<file path="src/rtl/cost_arb_pkg.sv">
// Shared types and constants for the cost-ROM arbiter: FSM states, ROM widths,
// burst counter width and the default burst limit.
package cost_arb_pkg;
  localparam int IDX_W         = 3;
  localparam int COST_W        = 7;
  localparam int CNT_W         = 4;
  localparam int MAX_BURST_DEF = 8;

  typedef enum logic [1:0] {
    IDLE = 2'd0,
    OWN0 = 2'd1,
    OWN1 = 2'd2
  } state_t;
endpackage

</file>
<file path="src/rtl/cost_arb_if.sv">
// Requester/ROM side bundle of the cost arbiter. master = requesters plus ROM,
// slave = the arbiter.
interface cost_arb_if;
  import cost_arb_pkg::*;

  logic              req0, req1;
  logic              last0, last1;
  logic [IDX_W-1:0]  W0, J0, W1, J1;
  logic              gnt0, gnt1;
  logic              cvld0, cvld1;
  logic [COST_W-1:0] cost_o;
  logic [IDX_W-1:0]  W, J;
  logic [COST_W-1:0] Cost;

  modport master (
    output req0, req1, last0, last1, W0, J0, W1, J1, Cost,
    input  gnt0, gnt1, cvld0, cvld1, cost_o, W, J
  );

  modport slave (
    input  req0, req1, last0, last1, W0, J0, W1, J1, Cost,
    output gnt0, gnt1, cvld0, cvld1, cost_o, W, J
  );
endinterface

</file>
<file path="src/rtl/cost_arb_rr.sv">
// Round-robin tie-break: remembers which requester should win the next tie and
// resolves the pick when leaving IDLE.
module cost_arb_rr (
  input  logic clk,
  input  logic rst_n,
  input  logic upd,
  input  logic served,
  input  logic req0,
  input  logic req1,
  output logic pick
);
  logic prio;

  // prio names the requester preferred on a tie; the one just served loses it
  always_ff @(posedge clk or negedge rst_n) begin
    if (!rst_n)   prio <= 1'b0;
    else if (upd) prio <= ~served;
  end

  assign pick = (req0 & req1) ? prio : req1;
endmodule

</file>
<file path="src/rtl/cost_arb.sv">
// Two-requester arbiter for a shared cost ROM with burst limiting and
// grant-tagged return data. Optional lookup counters under COST_ARB_STATS_EN.
module cost_arb
  import cost_arb_pkg::*;
#(
  parameter int MAX_BURST = MAX_BURST_DEF
) (
  input  logic       CLK,
  input  logic       RST,
  cost_arb_if.slave  bus
`ifdef COST_ARB_STATS_EN
  ,
  output logic [15:0] lk_cnt0,
  output logic [15:0] lk_cnt1
`endif
);
  localparam logic [CNT_W-1:0] BURST_MAX = CNT_W'(MAX_BURST);

  state_t            state;
  logic              gnt0_q, gnt1_q;
  logic [CNT_W-1:0]  cnt, cnt_nx;
  logic              iss0, iss1, granted, serving1;
  logic              req_own, last_own, req_oth;
  logic              hit_max, burst_end, pick;
  logic              pend, owner;
  logic [COST_W-1:0] cost_q;

  assign serving1  = (state == OWN1);
  assign granted   = (state != IDLE);
  assign iss0      = (state == OWN0) & bus.req0;
  assign iss1      = serving1 & bus.req1;
  assign req_own   = serving1 ? bus.req1  : bus.req0;
  assign last_own  = serving1 ? bus.last1 : bus.last0;
  assign req_oth   = serving1 ? bus.req0  : bus.req1;
  assign cnt_nx    = cnt + 1'b1;
  assign hit_max   = (cnt_nx == BURST_MAX);
  assign burst_end = granted & (~req_own | last_own | (hit_max & req_oth));

  cost_arb_rr u_rr (
    .clk    (CLK),
    .rst_n  (RST),
    .upd    (burst_end),
    .served (serving1),
    .req0   (bus.req0),
    .req1   (bus.req1),
    .pick   (pick)
  );

  always_ff @(posedge CLK or negedge RST) begin
    if (!RST) begin
      state  <= IDLE;
      gnt0_q <= 1'b0;
      gnt1_q <= 1'b0;
      cnt    <= '0;
    end else begin
      case (state)
        IDLE: begin
          cnt <= '0;
          if (bus.req0 | bus.req1) begin
            state  <= pick ? OWN1 : OWN0;
            gnt0_q <= ~pick;
            gnt1_q <= pick;
          end
        end
        default: begin
          if (burst_end) begin
            cnt <= '0;
            // hand straight over when the other side is waiting, no bubble
            if (req_oth) begin
              state  <= serving1 ? OWN0 : OWN1;
              gnt0_q <= serving1;
              gnt1_q <= ~serving1;
            end else begin
              state  <= IDLE;
              gnt0_q <= 1'b0;
              gnt1_q <= 1'b0;
            end
          end else if (hit_max) begin
            cnt <= '0;
          end else begin
            cnt <= cnt_nx;
          end
        end
      endcase
    end
  end

  // owner is captured at issue so a grant switch cannot retag in-flight data
  always_ff @(posedge CLK or negedge RST) begin
    if (!RST) begin
      pend   <= 1'b0;
      owner  <= 1'b0;
      cost_q <= '0;
    end else begin
      pend <= iss0 | iss1;
      if (iss0 | iss1) owner  <= iss1;
      if (pend)        cost_q <= bus.Cost;
    end
  end

  assign bus.gnt0   = gnt0_q;
  assign bus.gnt1   = gnt1_q;
  assign bus.cvld0  = pend & ~owner;
  assign bus.cvld1  = pend & owner;
  assign bus.cost_o = pend ? bus.Cost : cost_q;
  assign bus.W      = iss0 ? bus.W0 : (iss1 ? bus.W1 : '0);
  assign bus.J      = iss0 ? bus.J0 : (iss1 ? bus.J1 : '0);

`ifdef COST_ARB_STATS_EN
  always_ff @(posedge CLK or negedge RST) begin
    if (!RST) begin
      lk_cnt0 <= '0;
      lk_cnt1 <= '0;
    end else begin
      if (iss0 && lk_cnt0 != 16'hFFFF) lk_cnt0 <= lk_cnt0 + 16'd1;
      if (iss1 && lk_cnt1 != 16'hFFFF) lk_cnt1 <= lk_cnt1 + 16'd1;
    end
  end
`endif
endmodule

</file>
<file path="src/flat_wrapper.sv">
// flat-port wrapper written by rule: the top's interface ports become plain ports
module cost_arb_flat import cost_arb_pkg::*;
#(
  parameter int MAX_BURST = MAX_BURST_DEF
)
  (CLK, RST, bus_req0, bus_req1, bus_last0, bus_last1, bus_W0, bus_J0, bus_W1, bus_J1, bus_Cost, bus_gnt0, bus_gnt1, bus_cvld0, bus_cvld1, bus_cost_o, bus_W, bus_J);
  cost_arb_if bus_i ();
  input  logic CLK;
  input  logic RST;
  input wire logic [$bits(bus_i.req0)-1:0] bus_req0;
  input wire logic [$bits(bus_i.req1)-1:0] bus_req1;
  input wire logic [$bits(bus_i.last0)-1:0] bus_last0;
  input wire logic [$bits(bus_i.last1)-1:0] bus_last1;
  input wire logic [$bits(bus_i.W0)-1:0] bus_W0;
  input wire logic [$bits(bus_i.J0)-1:0] bus_J0;
  input wire logic [$bits(bus_i.W1)-1:0] bus_W1;
  input wire logic [$bits(bus_i.J1)-1:0] bus_J1;
  input wire logic [$bits(bus_i.Cost)-1:0] bus_Cost;
  output wire logic [$bits(bus_i.gnt0)-1:0] bus_gnt0;
  output wire logic [$bits(bus_i.gnt1)-1:0] bus_gnt1;
  output wire logic [$bits(bus_i.cvld0)-1:0] bus_cvld0;
  output wire logic [$bits(bus_i.cvld1)-1:0] bus_cvld1;
  output wire logic [$bits(bus_i.cost_o)-1:0] bus_cost_o;
  output wire logic [$bits(bus_i.W)-1:0] bus_W;
  output wire logic [$bits(bus_i.J)-1:0] bus_J;
  assign bus_i.req0 = bus_req0;
  assign bus_i.req1 = bus_req1;
  assign bus_i.last0 = bus_last0;
  assign bus_i.last1 = bus_last1;
  assign bus_i.W0 = bus_W0;
  assign bus_i.J0 = bus_J0;
  assign bus_i.W1 = bus_W1;
  assign bus_i.J1 = bus_J1;
  assign bus_i.Cost = bus_Cost;
  assign bus_gnt0 = bus_i.gnt0;
  assign bus_gnt1 = bus_i.gnt1;
  assign bus_cvld0 = bus_i.cvld0;
  assign bus_cvld1 = bus_i.cvld1;
  assign bus_cost_o = bus_i.cost_o;
  assign bus_W = bus_i.W;
  assign bus_J = bus_i.J;
  cost_arb #(.MAX_BURST(MAX_BURST)) u_core (.CLK(CLK), .RST(RST), .bus(bus_i));
endmodule
</file>
<file path="config.mk">
export PLATFORM = sky130hd
export DESIGN_NAME = cost_arb_flat
export DESIGN_NICKNAME = d
export VERILOG_FILES = /design/src/rtl/cost_arb_pkg.sv /design/src/rtl/cost_arb_if.sv /design/src/rtl/cost_arb_rr.sv /design/src/rtl/cost_arb.sv /design/src/flat_wrapper.sv
export SDC_FILE = /design/constraint.sdc
export NUM_CORES = 1
export LEC_CHECK = 0
export CAP_MARGIN = 20
export CORE_MARGIN = 5
export CORE_UTILIZATION = 43
export DETAILED_ROUTE_END_ITERATION = 12
export PLACE_DENSITY = 0.83
export SLEW_MARGIN = 0
export SYNTH_ARGS = -nofsm -noshare
export SYNTH_HDL_FRONTEND = slang
export SYNTH_SLANG_ARGS = --single-unit
</file>
<file path="constraint.sdc">
create_clock -name CLK -period 2.7 [get_ports CLK]
set_input_delay 0.405 -clock CLK [delete_from_list [all_inputs] [get_ports CLK]]
set_output_delay 0.405 -clock CLK [all_outputs]
set_load 0.01 [all_outputs]
</file>
# ---- Word level (Yosys, flattened, before mapping)
# Index checks and enable logic that the tools add are counted.
dict set report classes {
  add_sub_neg 1
  magnitude_cmp 0
  multipliers 0
  n_eq_ne 4
  n_mux 26
  div_mod_pow 0
  n_bitwise 15
  reduce_logical 4
  shifts 0
}
# cell n
set ops {}
lappend ops {{$mux 1} 12}
lappend ops {{$mux 2} 6}
lappend ops {{$mux 3} 4}
lappend ops {{$mux 4} 3}
lappend ops {{$and 1x1->1} 7}
lappend ops {{$mux 7} 1}
lappend ops {{$add 4x1->4 const B} 1}
lappend ops {{$eq 4x4->1 const B} 1}
lappend ops {{$not 1->1} 4}
lappend ops {{$or 1x1->1} 4}
lappend ops {{$reduce_bool 2->1} 2}
lappend ops {{$eq 2x1->1 const B} 1}
lappend ops {{$eq 2x2->1 const B} 1}
lappend ops {{$logic_not 2->1} 1}
lappend ops {{$ne 2x1->1 const B} 1}
lappend ops {{$reduce_and 2->1} 1}
dict set report word_totals {
  ff_bits 18
  n_memories 0
  latchBits 0
  ramBits 0
  rom_bits 0
  output_inout_bits 17
  elab_cells 58
}

# ---- Logic depth before layout (Yosys ltp)
dict set report depth {
  ltp_word 8
  mapped_depth 5
}

# ---- Cells and area by module
# A second synthesis with hierarchy kept.
dict set report hier_totals {
  cells_unflattened 92
  hier_area_um2 925.9
}
# module instances cells_per_inst seq_area_each_um2 area_each_um2
set by_module_without_submodules {}
lappend by_module_without_submodules {cost_arb 1 88 375.4 879.6}
lappend by_module_without_submodules {cost_arb_rr 1 4 25.0 46.3}

# ---- Worst setup path after synthesis
# OpenSTA, ideal clock, no wires.
dict set report synth_timing {
  path_kind {flip-flop to output port}
  start {register u_core.state[1]}
  end {output port bus_J[1]}
  path_stages_with_launch 5
  n_path_buf 2
  path_slack_ps 1138
  t_arrival_ps 1157
  t_required_ps 2295
  cell_sequence {dfrtp_1 clkbuf_8 clkbuf_1 nand2_1 o22ai_1}
}
dict set report synth_via {
  elab_chain_cells 4
  word_cells_on_any_way 6
}
# item line
set synth_rtl {}
lappend synth_rtl {{from (decl)} cost_arb.sv:19} ;# state_t state;
lappend synth_rtl {{from (signal assigned)} cost_arb.sv:60} ;# state <= pick ? OWN1 : OWN0;
lappend synth_rtl {{from (signal assigned)} cost_arb.sv:70} ;# state <= serving1 ? OWN0 : OWN1;
lappend synth_rtl {{$eq 2x2->1} cost_arb.sv:28} ;# assign serving1 = (state == OWN1);
lappend synth_rtl {{$and 1x1->1} cost_arb.sv:31} ;# assign iss1 = serving1 & bus.req1;
lappend synth_rtl {{$mux 3} cost_arb.sv:107} ;# assign bus.J = iss0 ? bus.J0 : (iss1 ? bus.J1 : '0);
lappend synth_rtl {{$mux 3 *} cost_arb.sv:107}
lappend synth_rtl {{to (decl)} flat_wrapper.sv:25} ;# output wire logic [$bits(bus_i.J)-1:0] bus_J;
# Every way passes the cells marked *; elsewhere a longest branch is shown, timed or not.

# ---- Final worst setup path
dict set report layout_timing {
  start {input port bus_req0}
  end {output port bus_J[0]}
}
dict set report layout_via {
  elab_chain_cells 2
}
# item line
set layout_rtl {}
lappend layout_rtl {{from (decl)} flat_wrapper.sv:10} ;# input wire logic [$bits(bus_i.req0)-1:0] bus_req0;
lappend layout_rtl {{$and 1x1->1} cost_arb.sv:30} ;# assign iss0 = (state == OWN0) & bus.req0;
lappend layout_rtl {{$mux 3} cost_arb.sv:107}
# Every way passes these cells.

==> results.sh <==
export IMPL_final_common_cell="clkdlybuf4s50_1"
export IMPL_syn_nets=118
export IMPL_coreArea_um2=1982
export IMPL_die_x_um=55.77
export IMPL_antenna_found_initial=0
export IMPL_yosys_area_share_simple_pct=22.78
export IMPL_drt_total_wl_um=2240
export IMPL_cpLargestDelayFamily="buffers and inverters"
export IMPL_rsz0062_at_grt="false"
export IMPL_drt_iter0_markers=15
export IMPL_setup_viol_count_final=0
export IMPL_sequentialPowerShare_pct=36.4
export IMPL_drive_above_1_share_pct=12.69
export IMPL_worst_path_buf_inv=2
export IMPL_grt_util_all_layers_pct=14.62
export IMPL_synth_fa_ha_area_share_pct=1.389
export IMPL_start_util_pct=45.45
export IMPL_synth_distinct_cells=31
export IMPL_htreeDepth=1
export IMPL_skew_ps=0.5953
export IMPL_synthFlopType="dfrtp_1"
export IMPL_cts_buffers=3
export IMPL_pin_count=42
export IMPL_area_delta_synth_final_pct=50.56
export IMPL_critPathLaunchType="primary input"
export IMPL_die_area_um2=3110
export IMPL_period_needed_ps=2474
export IMPL_cts_setup_buffers=0
export IMPL_swShare_pct=35.18
export IMPL_required_ps=2300
export IMPL_async_flop_share_pct=100.0
export IMPL_pwr_density_cell_nw_per_um2=886.3
export IMPL_syn_inst=92
export IMPL_fin_crit_sh_pct=91.62
export IMPL_clk_pin_slew_worst_paths_ps=90
export IMPL_drc=0
export IMPL_fin_nets=161
export IMPL_viasPerCell=5.037
export IMPL_slowest_delay_ps=580
export IMPL_clkPwrFrac_pct=13.2
export IMPL_synth_xor_area_share_pct=0.9722
export IMPL_syn_area_um2=900.9
export IMPL_dp_cells=157
export IMPL_grt_max_degree=21
export IMPL_vdd_drop_max_mv=0.5902
export IMPL_internal_power_uw=779.2
export IMPL_switchingPower_uw=422.9
export IMPL_hold_buffers=0
export IMPL_worstSetupPathType="primary input to output port"
export IMPL_route_vias_total=811
export IMPL_hold_class="flop to flop"
export IMPL_io_buffers=41
export IMPL_fillCellCount=144
export IMPL_diodes=0
export IMPL_grt_pass1_wl_um=3712
export IMPL_cp_slowest_cell="clkdlybuf4s50_1"
export IMPL_mostFrequentLayoutCells="clkdlybuf4s50_1, nand2_1, dfrtp_1"
export IMPL_wl_per_cell_um=13.91
export IMPL_synth_compound_area_share_pct=14.86
export IMPL_clk_latency_ps=290
export IMPL_die_h_um=55.77
export IMPL_cts_sinks=16
export IMPL_synth_top_family_by_area="simple AND/OR/NAND/NOR gates"
export IMPL_cap_violations=0
export IMPL_yosys_warnings=0
export IMPL_fin_util_pct=68.43
export IMPL_firstDrtPassIters=6
export IMPL_path_cells="clkdlybuf4s50_1, and2_1, nand2_1, o22ai_1, clkdlybuf4s50_1"
export IMPL_cts_resized=0
export IMPL_cpMostUsedCell="clkdlybuf4s50_1"
export IMPL_tns_ps=0
export IMPL_cts_tree="built"
export IMPL_tightest_slew_ps=681.1
export IMPL_comb_power_share_pct=50.3
export IMPL_grt_overflow=0
export IMPL_post_dp_hpwl_um=1790
export IMPL_ant_nets=0
export IMPL_status="complete, no violations"
export IMPL_slew_headroom_pct=54.45
export IMPL_drv_slew=0
export IMPL_routabilityCongestion=0.8096
export IMPL_crit_path_end_kind="output port"
export IMPL_cts_buffer_depth=2
export IMPL_p_leak_uw=0.0005513
export IMPL_synthMuxAreaShare_pct=9.861
export IMPL_yosysSeqAreaShare_pct=44.44
export IMPL_fmax_ghz=0.4042
export IMPL_grt_pass1_vias=836
export IMPL_cp_max_fo=7
export IMPL_final_cells=161
export IMPL_syn_avg_cell_area_um2=9.792
export IMPL_synth_edf_count=0
export IMPL_cts_root_buf="clkbuf_4"
export IMPL_fp_row_count=16
export IMPL_yosys_register_bits=16
export IMPL_hold_viol=0
export IMPL_cp_arrival_ps=2070
## layer usage
metal / track usage, % / wire [µm] / vias to the layer above / share of wire (%)
met1: 16.17 / 900 / 383 / 40
met5: 0 / 0 / - / 0
met4: 1.042 / 8 / 0 / 0.36
met3: 5.800 / 134 / 2 / 6.0
li1: - / - / 405 / -
met2: 27.20 / 1196 / 21 / 53
## cells by family (layout without fill, tap and decap cells)
logic type               count (synthesis)  count (layout)
AO/OA/AOI/OAI                           18              18
XOR/XNOR                                 1               1
adder cells (fa/ha/maj)                  1               1
buffers and inverters                    9              51
flip-flops                              16              16
multiplexers                             8               8
AND/OR/NAND/NOR                         39              39
## registers in the layout, summed over array words and instances, names as in the netlist
register	flops
u_core.u_rr.prio	1
u_core.state	2
u_core.owner	1
u_core.cnt	4
u_core.cost_q	7
u_core.pend	1
## Yosys cell counts, types with 2 or more instances
cell type  instances  share of area [%]
and2_1             2                1.4
inv_1              5                2.1
o211ai_2           2                2.8
a21oi_1            4                2.2
nand3_1            6                3.3
dfrtp_1           16                 44
nor2b_1            3                2.1
nand2_1           16                6.7
mux2_2             7                8.8
clkbuf_1           2               0.83
nand2b_1           2                1.4
o22ai_1            5                3.5
nor2_1             4                1.7
## power by group through the flow
stage	sequential [µW]	combinational, µW	clock (µW)
floorplan	374	398	0
CTS	438	612	163
finish	438	605	159
global route	457	650	176
detailed placement	444	612	0
global placement	435	597	0
## cell type report
class | instances | area (µm²) | area share [%]
sequential | 16 | 400.4 | 29.52
inverter | 5 | 18.77 | 1.384
tap | 27 | 33.78 | 2.491
timing repair buffer | 42 | 417.9 | 30.81
multi-input combinational | 67 | 449.2 | 33.12
clock buffer | 4 | 36.28 | 2.675
## path summary, 6_finish.rpt
path | cells past startpoint | startpoint | end | slack [ps]
hold / removal | 1 | u_core.cost_q[3]$_DFF_PN0_ | u_core.cost_q[3]$_DFF_PN0_ | 500
hold reg to reg | 1 | u_core.cost_q[3]$_DFF_PN0_ | u_core.cost_q[3]$_DFF_PN0_ | 500
setup / recovery | 5 | bus_req0 | bus_J[0] | 230
min in group asynchronous | 1 | RST | u_core.state[1]$_DFFE_PN0P_ | 520
max in group asynchronous | 1 | RST | u_core.cnt[2]$_DFF_PN0_ | 1750
setup reg to reg | 4 | u_core.state[1]$_DFFE_PN0P_ | u_core.cnt[1]$_DFF_PN0_ | 970
## per-stage QoR
| stage | cell area, µm² | setup WS (ps) | hold slack [ps] | total power, µW |
|---|---|---|---|---|
| finish | 1356 | 226.1 | 504.7 | 1202 |
| global route | 1356 | 167.9 | 529.0 | 1283 |
| CTS | 1356 | 263.0 | 511.0 | 1214 |
| detailed placement | 1320 | 259.9 | 489.4 | 1056 |
| global placement | 1320 | 318.4 | 477.9 | 1033 |
| floorplan | 900.9 | 1138 | 109.4 | 772.5 |
Note: power is estimated with default switching activity, not from simulation.
